==> src/rtl/iter_div_pkg.sv <==
// Shared types and helpers for the iterative divider.
//   div_state_e   : control FSM states (IDLE -> BUSY -> DONE -> IDLE)
//   DIV_W_DEFAULT : default operand width
//   div_word_t    : wide carrier word used by the sign helpers so they work for any
//                   WIDTH <= DIV_W_MAX (callers zero-extend in and truncate out)
//   neg()/abs_val(): two's-complement negate and conditional magnitude
package iter_div_pkg;

  localparam int unsigned DIV_W_DEFAULT = 128;
  localparam int unsigned DIV_W_MAX     = 1024;

  typedef enum logic [1:0] {
    IDLE = 2'd0,
    BUSY = 2'd1,
    DONE = 2'd2
  } div_state_e;

  typedef logic [DIV_W_MAX-1:0] div_word_t;

  // Low bits of the result are correct for any narrower two's-complement width.
  function automatic div_word_t neg(div_word_t v);
    return ~v + div_word_t'(1);
  endfunction

  function automatic div_word_t abs_val(div_word_t v, logic is_neg);
    return is_neg ? neg(v) : v;
  endfunction

endpackage

==> src/rtl/iter_divider_if.sv <==
// Operand/result handshake bundle for iter_divider.
//   slave  modport : the divider (accepts operands, presents results)
//   master modport : the requester (drives operands, consumes results)
//   Signals: in_valid/in_ready/dividend/divisor, out_valid/out_ready/quotient/
//            remainder/div_zero; is_signed only when ITER_DIVIDER_SIGNED_EN is defined.
interface iter_divider_if #(
  parameter int unsigned WIDTH = 128
);
  logic             in_valid;
  logic             in_ready;
  logic [WIDTH-1:0] dividend;
  logic [WIDTH-1:0] divisor;
`ifdef ITER_DIVIDER_SIGNED_EN
  logic             is_signed;
`endif
  logic             out_valid;
  logic             out_ready;
  logic [WIDTH-1:0] quotient;
  logic [WIDTH-1:0] remainder;
  logic             div_zero;

  modport slave (
    input  in_valid,
    input  dividend,
    input  divisor,
`ifdef ITER_DIVIDER_SIGNED_EN
    input  is_signed,
`endif
    input  out_ready,
    output in_ready,
    output out_valid,
    output quotient,
    output remainder,
    output div_zero
  );

  modport master (
    output in_valid,
    output dividend,
    output divisor,
`ifdef ITER_DIVIDER_SIGNED_EN
    output is_signed,
`endif
    output out_ready,
    input  in_ready,
    input  out_valid,
    input  quotient,
    input  remainder,
    input  div_zero
  );
endinterface

==> src/rtl/iter_div_step.sv <==
// One combinational restoring-division step.
//   part_rem : current partial remainder (always < divisor)
//   next_bit : next dividend bit, shifted into the partial remainder LSB
//   divisor  : divisor magnitude
//   new_rem  : partial remainder after the conditional subtract
//   q_bit    : quotient bit produced by this step
module iter_div_step #(
  parameter int unsigned WIDTH = 128
) (
  input  logic [WIDTH-1:0] part_rem,
  input  logic             next_bit,
  input  logic [WIDTH-1:0] divisor,
  output logic [WIDTH-1:0] new_rem,
  output logic             q_bit
);

  logic [WIDTH:0]   shifted;
  logic [WIDTH+1:0] diff;
  logic             unused_msbs;

  // Shifted value needs WIDTH+1 bits; one extra bit on the difference gives the borrow.
  assign shifted = {part_rem, next_bit};
  assign diff    = {1'b0, shifted} - {2'b00, divisor};
  assign q_bit   = ~diff[WIDTH+1];
  // Whichever value is kept is < divisor, so its top bit is always zero.
  assign new_rem = q_bit ? diff[WIDTH-1:0] : shifted[WIDTH-1:0];

  assign unused_msbs = diff[WIDTH] ^ shifted[WIDTH];

endmodule

==> src/rtl/iter_divider.sv <==
// Multi-cycle restoring integer divider, one quotient bit per cycle.
//   clk : rising-edge clock
//   rst : synchronous active-high reset
//   bus : iter_divider_if.slave (operand handshake in, quotient/remainder/div_zero out)
// Optional feature: ITER_DIVIDER_SIGNED_EN adds bus.is_signed for truncating signed division.
// The dividend register doubles as the quotient register: dividend bits shift out of the
// MSB while quotient bits shift into the LSB.
module iter_divider
  import iter_div_pkg::*;
#(
  parameter int unsigned WIDTH = DIV_W_DEFAULT
) (
  input logic            clk,
  input logic            rst,
  iter_divider_if.slave  bus
);

  localparam int unsigned CNT_W = $clog2(WIDTH + 1);

  div_state_e       state_q, state_d;
  logic [CNT_W-1:0] cnt_q, cnt_d;
  logic [WIDTH-1:0] acc_q, acc_d;
  logic [WIDTH-1:0] rem_q, rem_d;
  logic [WIDTH-1:0] dsr_q, dsr_d;
  logic             div_zero_q, div_zero_d;

  logic [WIDTH-1:0] dvd_mag, dsr_mag;
  logic [WIDTH-1:0] step_rem;
  logic             step_q;
  logic [WIDTH-1:0] q_fin;

`ifdef ITER_DIVIDER_SIGNED_EN
  logic neg_q_q, neg_q_d;
  logic neg_r_q, neg_r_d;
  logic dvd_neg, dsr_neg;

  assign dvd_neg = bus.is_signed & bus.dividend[WIDTH-1];
  assign dsr_neg = bus.is_signed & bus.divisor[WIDTH-1];
  assign dvd_mag = WIDTH'(abs_val(div_word_t'(bus.dividend), dvd_neg));
  assign dsr_mag = WIDTH'(abs_val(div_word_t'(bus.divisor), dsr_neg));
`else
  assign dvd_mag = bus.dividend;
  assign dsr_mag = bus.divisor;
`endif

  iter_div_step #(
    .WIDTH (WIDTH)
  ) u_step (
    .part_rem (rem_q),
    .next_bit (acc_q[WIDTH-1]),
    .divisor  (dsr_q),
    .new_rem  (step_rem),
    .q_bit    (step_q)
  );

  assign q_fin = {acc_q[WIDTH-2:0], step_q};

  always_comb begin
    state_d    = state_q;
    cnt_d      = cnt_q;
    acc_d      = acc_q;
    rem_d      = rem_q;
    dsr_d      = dsr_q;
    div_zero_d = div_zero_q;
`ifdef ITER_DIVIDER_SIGNED_EN
    neg_q_d    = neg_q_q;
    neg_r_d    = neg_r_q;
`endif
    case (state_q)
      IDLE: begin
        if (bus.in_valid) begin
          if (bus.divisor == '0) begin
            // Result is known immediately: all-ones quotient, dividend passed through raw.
            acc_d      = '1;
            rem_d      = bus.dividend;
            div_zero_d = 1'b1;
            state_d    = DONE;
`ifdef ITER_DIVIDER_SIGNED_EN
            neg_q_d    = 1'b0;
            neg_r_d    = 1'b0;
`endif
          end else begin
            acc_d      = dvd_mag;
            dsr_d      = dsr_mag;
            rem_d      = '0;
            div_zero_d = 1'b0;
            cnt_d      = CNT_W'(WIDTH);
            state_d    = BUSY;
`ifdef ITER_DIVIDER_SIGNED_EN
            neg_q_d    = dvd_neg ^ dsr_neg;
            neg_r_d    = dvd_neg;
`endif
          end
        end
      end
      BUSY: begin
        acc_d = q_fin;
        rem_d = step_rem;
        cnt_d = cnt_q - CNT_W'(1);
        if (cnt_q == CNT_W'(1)) begin
          state_d = DONE;
`ifdef ITER_DIVIDER_SIGNED_EN
          // Sign fix-up folded into the last step so latency matches the unsigned path.
          if (neg_q_q) acc_d = WIDTH'(neg(div_word_t'(q_fin)));
          if (neg_r_q) rem_d = WIDTH'(neg(div_word_t'(step_rem)));
`endif
        end
      end
      DONE: begin
        if (bus.out_ready) state_d = IDLE;
      end
      default: state_d = IDLE;
    endcase
  end

  always_ff @(posedge clk) begin
    if (rst) begin
      state_q    <= IDLE;
      cnt_q      <= '0;
      acc_q      <= '0;
      rem_q      <= '0;
      dsr_q      <= '0;
      div_zero_q <= 1'b0;
`ifdef ITER_DIVIDER_SIGNED_EN
      neg_q_q    <= 1'b0;
      neg_r_q    <= 1'b0;
`endif
    end else begin
      state_q    <= state_d;
      cnt_q      <= cnt_d;
      acc_q      <= acc_d;
      rem_q      <= rem_d;
      dsr_q      <= dsr_d;
      div_zero_q <= div_zero_d;
`ifdef ITER_DIVIDER_SIGNED_EN
      neg_q_q    <= neg_q_d;
      neg_r_q    <= neg_r_d;
`endif
    end
  end

  assign bus.in_ready  = (state_q == IDLE);
  assign bus.out_valid = (state_q == DONE);
  assign bus.quotient  = acc_q;
  assign bus.remainder = rem_q;
  assign bus.div_zero  = div_zero_q;

endmodule
==> src/flat_wrapper.sv <==
// flat-port wrapper written by rule: the top's interface ports become plain ports
module iter_divider_flat import iter_div_pkg::*;
#(
  parameter int unsigned WIDTH = DIV_W_DEFAULT
)
  (clk, rst, bus_in_valid, bus_dividend, bus_divisor, bus_out_ready, bus_in_ready, bus_out_valid, bus_quotient, bus_remainder, bus_div_zero);
  iter_divider_if #(.WIDTH(WIDTH)) bus_i ();
  input logic clk;
  input logic rst;
  input wire logic [$bits(bus_i.in_valid)-1:0] bus_in_valid;
  input wire logic [$bits(bus_i.dividend)-1:0] bus_dividend;
  input wire logic [$bits(bus_i.divisor)-1:0] bus_divisor;
  input wire logic [$bits(bus_i.out_ready)-1:0] bus_out_ready;
  output wire logic [$bits(bus_i.in_ready)-1:0] bus_in_ready;
  output wire logic [$bits(bus_i.out_valid)-1:0] bus_out_valid;
  output wire logic [$bits(bus_i.quotient)-1:0] bus_quotient;
  output wire logic [$bits(bus_i.remainder)-1:0] bus_remainder;
  output wire logic [$bits(bus_i.div_zero)-1:0] bus_div_zero;
  assign bus_i.in_valid = bus_in_valid;
  assign bus_i.dividend = bus_dividend;
  assign bus_i.divisor = bus_divisor;
  assign bus_i.out_ready = bus_out_ready;
  assign bus_in_ready = bus_i.in_ready;
  assign bus_out_valid = bus_i.out_valid;
  assign bus_quotient = bus_i.quotient;
  assign bus_remainder = bus_i.remainder;
  assign bus_div_zero = bus_i.div_zero;
  iter_divider #(.WIDTH(WIDTH)) u_core (.clk(clk), .rst(rst), .bus(bus_i));
endmodule
==> config.mk <==
export PLATFORM = sky130hd
export DESIGN_NAME = iter_divider_flat
export DESIGN_NICKNAME = d
export VERILOG_FILES = /design/src/rtl/iter_div_pkg.sv /design/src/rtl/iter_divider_if.sv /design/src/rtl/iter_div_step.sv /design/src/rtl/iter_divider.sv /design/src/flat_wrapper.sv
export SDC_FILE = /design/constraint.sdc
export NUM_CORES = 1
export LEC_CHECK = 0
export ABC_AREA = 1
export BUFFER_PORTS_ARGS = -buffer_cell sky130_fd_sc_hd__buf_4
export CAP_MARGIN = 20
export CELL_PAD_IN_SITES_DETAIL_PLACEMENT = 1
export CELL_PAD_IN_SITES_GLOBAL_PLACEMENT = 2
export CORE_MARGIN = 1.5
export CORE_UTILIZATION = 30
export DETAILED_ROUTE_END_ITERATION = 7
export GPL_TIMING_DRIVEN = 1
export PLACE_DENSITY = 0.84
export SKIP_LAST_GASP = 1
export SLEW_MARGIN = 5
export SYNTH_ARGS = -nofsm -noshare
export SYNTH_HDL_FRONTEND = slang
export SYNTH_HIERARCHICAL = 1
export SYNTH_SLANG_ARGS = --single-unit
==> constraint.sdc <==
create_clock -name clk -period 2.5 [get_ports clk]
set_input_delay 0.25 -clock clk [delete_from_list [all_inputs] [get_ports clk]]
set_output_delay 0.25 -clock clk [all_outputs]
set_load 0.005 [all_outputs]
==> Word level (Yosys, flattened, before mapping) <==
Cells that the tools add are included.
{ "op_classes": {"n_mux": 16, "n_eq_ne": 7, "bitwise": 2, "n_reduce_logical": 8, "addsub": 2} }
{ "op_table": {"columns": ["operator", "n"], "rows": [
  ["128-bit 2-to-1 mux", 5],
  ["128-bit case mux with 2 select lines", 2],
  ["129-bit by 128-bit subtractor with 130-bit output", 1],
  ["128-bit logical NOT", 1],
  ["8-bit 2-to-1 mux", 2],
  ["8-bit case mux with 2 select lines", 1],
  ["3-bit AND reduction", 3],
  ["8-bit by 1-bit == test with 1-bit output, second input constant", 1],
  ["2-bit 2-to-1 mux", 4],
  ["8-bit by 1-bit subtractor with 8-bit output, second input constant", 1],
  ["2-bit inequality test, second input constant", 3],
  ["2-bit case mux with 3 select lines", 1],
  ["2-bit AND reduction", 2],
  ["2-bit by 1-bit == test with 1-bit output, second input constant", 1],
  ["2-bit == test, second input constant", 1],
  ["2-bit logical NOT", 1],
  ["2-bit by 1-bit inequality test with 1-bit output, second input constant", 1],
  ["1-bit inverter", 2],
  ["2-bit nonzero test", 1],
  ["1-bit 2-to-1 mux", 1]
]} }
{ "totals": {"wordCells": 41, "output_inout_bits": 259, "regBits": 395, "input_bits": 260} }

==> Depth between registers and ports, before layout <==
{ "depth": {"depth_word": 4, "ltp_mapped": 22, "ltp_nobuf": 21} }

==> Cells and area by module <==
The synthesis kept the hierarchy.
{ "modules_own_cells": {"columns": ["module", "area_each_um2", "cells_per_inst", "seq_area_each_um2", "n_inst"], "rows": [
  ["iter_div_step", 16455.8, 3666, 0.0, 1],
  ["iter_divider", 16430.8, 2190, 7907.6, 1]
]} }

==> Worst setup path after synthesis <==
OpenSTA, ideal clock, no wires.
{ "synth_path": {"path_type": "reg-to-reg", "from": "register u_core.acc_q[127], in the netlist u_core/bus.quotient[127]", "to": "register u_core.rem_q[124], in the netlist u_core/bus.remainder[124]", "synth_period_minus_slack_ns": 2.319, "arrival_ns": 2.200, "setup_time_ns": 0.119, "n_path_buf": 0, "stages_incl_launch_ff": 21, "required_time_ns": 2.381, "setup_slack_ns": 0.181, "cell_sequence": "dfxtp_1 > inv_1 > ha_1 > inv_1 > fa_1 > nand3_1 > nand3_1 > nand2_1 > nand2_1 > nand2_1 > nand2_1 > nand2_1 > nand2_1 > nand2_1 > nand2_1 > nand2_1 > nand3_1 > nand3_1 > nand2_1 > a21oi_1 > a21oi_1"} }
{ "synth_between": {"elab_chain_len": 3} }
{ "synth_lines": {"columns": ["element", "line", "text"], "rows": [
  ["start: declaration", "iter_divider.sv:22", "logic [WIDTH-1:0] acc_q, acc_d;"],
  ["start signal: assignment", "iter_divider.sv:120", "acc_q <= '0;"],
  ["start signal: assignment", "iter_divider.sv:131", "acc_q <= acc_d;"],
  ["129-bit by 128-bit subtractor with 130-bit output", "iter_div_step.sv:23", "assign diff = {1'b0, shifted} - {2'b00, divisor};"],
  ["128-bit 2-to-1 mux", "iter_div_step.sv:26", "assign new_rem = q_bit ? diff[WIDTH-1:0] : shifted[WIDTH-1:0];"],
  ["net u_core.step_rem[124]", "iter_divider.sv:28", "logic [WIDTH-1:0] step_rem;"],
  ["128-bit case mux with 2 select lines", "iter_divider.sv:69", "case (state_q)"],
  ["end signal: assignment", "iter_divider.sv:132", "rem_q <= rem_d;"],
  ["end: declaration", "iter_divider.sv:23", "logic [WIDTH-1:0] rem_q, rem_d;"]
]} }
The timed path passes the listed nets, and every way through them passes these cells.
A chain may end at the register's enable or synchronous reset.

==> Final worst setup path <==
{ "layout_path": {"from": "register u_core.acc_q[127], in the netlist u_core/bus.quotient[127]", "to": "register u_core.rem_q[70], in the netlist u_core/bus.remainder[70]"} }
Same word-level chain as after synthesis.

==> out/results.ini <==
[floorplan]
die_h_um = 334.1
pin_count = 519
die-width_um = 334.1
core_mm2 = 0.1089
fp-row-count = 121
die-area_mm2 = 0.1116
initial_core_util_pct = 30.21

[global_routing]
grt_antenna_before_repair = 0
grt-ovfl-total = 0
grt_pass1_wl_um = 279400
gr-usage-all-layers_pct = 32.45
grt_pass1_vias = 46099
grt_max_degree = 135

[yosys]
syn_area_mm2 = 0.03289
synth_fp_nets = 6247
synthCells = 5856
synth_edf_count = 0
ys_seq_area_share_pct = 24.05
ys_ff_latch = 395
synth_async_sr_flop_share_pct = 0
yosys_warnings = 6
synth_cell_types = 41
avgSynthCellArea_um2 = 5.616
synthFlopType = dfxtp_1

[timing]
finClkSkew_ns = 0.02865
slew_headroom_pct = 39.45
setup_slack_ns = -0.3777
setup-tns-final_ns = -38.61
fin_crit_ns = 2.878
min_period_over_period_pct = 115.1
whs_ns = 0.02112
hold_viol = 0
worstMarginPinSlew_ns = 0.9083
setup_viol = 129
maxSlewViolCount = 0
fmax_mhz = 347.5
rsz0062_at_grt = true

[final_layout]
final_common_cell = nand2_1
regArea_mm2 = 0.007966
syn_to_final_growth_pct = 66.22
multi_input_area_mm2 = 0.02409
final_cell_mix = nand2_1 (1537), buf_4 (1488), inv_1 (897)
fillers = 14240
nNetsFinal = 7888
layout-drive-gt1-share_pct = 34.48

[power_and_ir_drop]
leakagePower_nw = 27.70
ir_drop_uv = 628.3
power_density_mw_per_mm2 = 899.4

[detailed_routing]
drt_iter0_drc = 2792
vias = 44527
post_drt_via_cell_ratio = 4.975
drt-pass1-iter-count = 5
drt.antenna.violating_nets = 0
route.detailed.drc = 0
drt-total-wl_um = 192900
wl_per_cell_um = 21.55

[cts]
cts_buffers = 51
cts_tree = yes
numClockSinks = 395
clk_pin_slew_worst_paths_ns = 0.06
cts_root_buf = clkbuf_16
htree_levels = 2
clock_path_buffers = 3
clkLatencyLatePin_ns = 0.67

[setup_path]
critPathCaptureType = flip-flop
cp-start-kind = flip-flop
critical_path_arrival_ns = 3.41
reg2reg_slack_ns = -0.38
r2r_start = u_core/bus.quotient[127]
reg2regPathDepth = 20
path_cells = inv_1, ha_1, inv_1, fa_2, nand3_4, nand3_4, nand2_1, nand2_2, buf_4, nand2_2, nand3_4, nand2_1, nand2_1, buf_4, nand2_1, nand4_1, nand3_4, nand2_2, a21oi_1, a21oi_1
crit_type = flip-flop to flip-flop
path_max_fanout = 4
cpPeakStageDelay_ns = 0.40
timing.rr.end = u_core/bus.remainder[70]
crit_path_top_delay_cell = fa_2
cp.buffers_inverters = 4
cpLargestDelayFamily = simple AND/OR/NAND/NOR gates
worst_ep_required_time_ns = 3.03

[placed_design]
port_buffers = 518
place_hpwl_um = 145600
globalplace.congestion = 0.9685

[hold_path]
whs_path_depth = 4
min_from = bus_divisor[64]
hp-class = primary input to flip-flop
hold_end = u_core/dsr_q[64]

[flow_run]
maxCapViolCount = 0

[outcome]
status = finished with violations
violations = setup timing

-- Yosys cell counts, types with 3 or more instances --
master    instances  area [um^2]
a21oi_1         459         2297
a31oi_1         127        794.5
and2_1            3        18.77
buf_2            72        360.4
buf_4            28        210.2
buf_6            14        157.7
clkbuf_1        132        495.5
clkinv_1          7        26.28
dfxtp_1         395         7908
ha_1            130         1627
inv_1           929         3487
inv_2            48        180.2
mux2i_1          29        290.3
nand2_1        1846         6929
nand2_2          15        93.84
nand2_4           4        45.04
nand3_1         353         1767
nand3_2          31        310.3
nand3b_1         22        165.2
nand4_1          31        193.9
nor2_1          632         2372
nor2_2           22        137.6
nor2_4            8        90.09
nor3_1           31        155.2
nor4_1            3        18.77
o21ai_0         340         1702
o21ai_1          61        305.3
o21bai_1          6        45.04
or2_2             3        18.77
xor2_1           63        551.8
-- cell type report --
class,count,area share (%)
Inverter,984,6.805
Tap cell,1414,3.237
Sequential cell,395,14.57
Clock inverter,11,0.2174
Antenna cell,1,0.004578
Clock buffer,80,2.829
Multi-Input combinational cell,4228,44.06
Timing Repair Buffer,1837,28.27
-- tightest hold or removal path, delay by kind of cell --
kind | cells | cell delay [ns]
AND/OR/NAND/NOR | 1 | 0.10
AO/OA/AOI/OAI | 1 | 0.08
buffers and inverters | 2 | 0.18
-- timing repair --
| item | 4_1_cts | 5_1_grt |
|---|---|---|
| gates resized for setup | 419 | 601 |
| hold buffers | 256 | 0 |
| pin swaps | 82 | 185 |
| endpoints found under the hold margin | 389 | 0 |
| endpoints found under the setup margin | 129 | 267 |
| gates cloned | 7 | 7 |
| buffers inserted | 36 | 32 |
-- worst max-delay path by stage --
stage	from	to	cells after the start
floorplan	u_core/bus.quotient[127]	u_core/bus.remainder[124]	20
global placement	u_core/bus.quotient[127]	u_core/bus.remainder[76]	20
CTS	u_core/dsr_q[100]	u_core/bus.remainder[10]	21
finish	u_core/bus.quotient[127]	u_core/bus.remainder[70]	20
detailed placement	u_core/bus.quotient[127]	u_core/bus.remainder[76]	20
global route	u_core/dsr_q[70]	u_core/bus.remainder[106]	21
-- power breakdown --
| group | switching, mW | internal [mW] |
|---|---|---|
| Clock | 3.24 | 4.35 |
| Combinational | 19.6 | 14.1 |
| Sequential | 0.765 | 7.21 |
-- registers in the layout, indices dropped and copies added (netlist names) --
register,flops
u_core/bus.quotient,128
u_core/state_q,2
u_core/dsr_q,128
u_core/bus.div_zero,1
u_core/bus.remainder,128
u_core/cnt_q,8
-- kinds of logic after synthesis --
| logic type | count (synthesis) | share of synthesized area [%] |
|---|---|---|
| XOR/XNOR | 64 | 1.704 |
| buffers and inverters | 1233 | 15.02 |
| AND/OR/NAND/NOR | 3007 | 37.57 |
| adder cells (fa/ha/maj) | 131 | 5.007 |
| multiplexers | 29 | 0.8827 |
| AO/OA/AOI/OAI | 997 | 15.77 |
| flip-flops | 395 | 24.05 |
-- routing by layer --
metal	wire (um)	share of wire, %	up-vias	GRT usage (%)
li1	-	-	21586	-
met1	86790	45	21572	42.84
met2	91630	47	1133	55.85
met3	8009	4.2	236	3.189
met4	6479	3.4	0	9.081
met5	0	0	-	0
-- per-stage QoR --
| stage | utilization (%) | std cells | total power, mW | setup WS (ns) | area, um^2 |
|---|---|---|---|---|---|
| 2_1_floorplan | - | 5856 | 20.50 | 0.1810 | 32890 |
| 3_3_place_gp | 41.68 | 8527 | 35.22 | -0.8787 | 45370 |
| 3_5_place_dp | 41.68 | 8527 | 35.63 | -0.9491 | 45370 |
| 4_1_cts | 47.81 | 8917 | 45.90 | -0.3245 | 52040 |
| 5_1_grt | 50.22 | 8949 | 51.89 | -0.5195 | 54660 |
| 6_report | 50.22 | 8950 | 49.16 | -0.3777 | 54660 |
No activity file was read; power rests on OpenSTA's default activity.
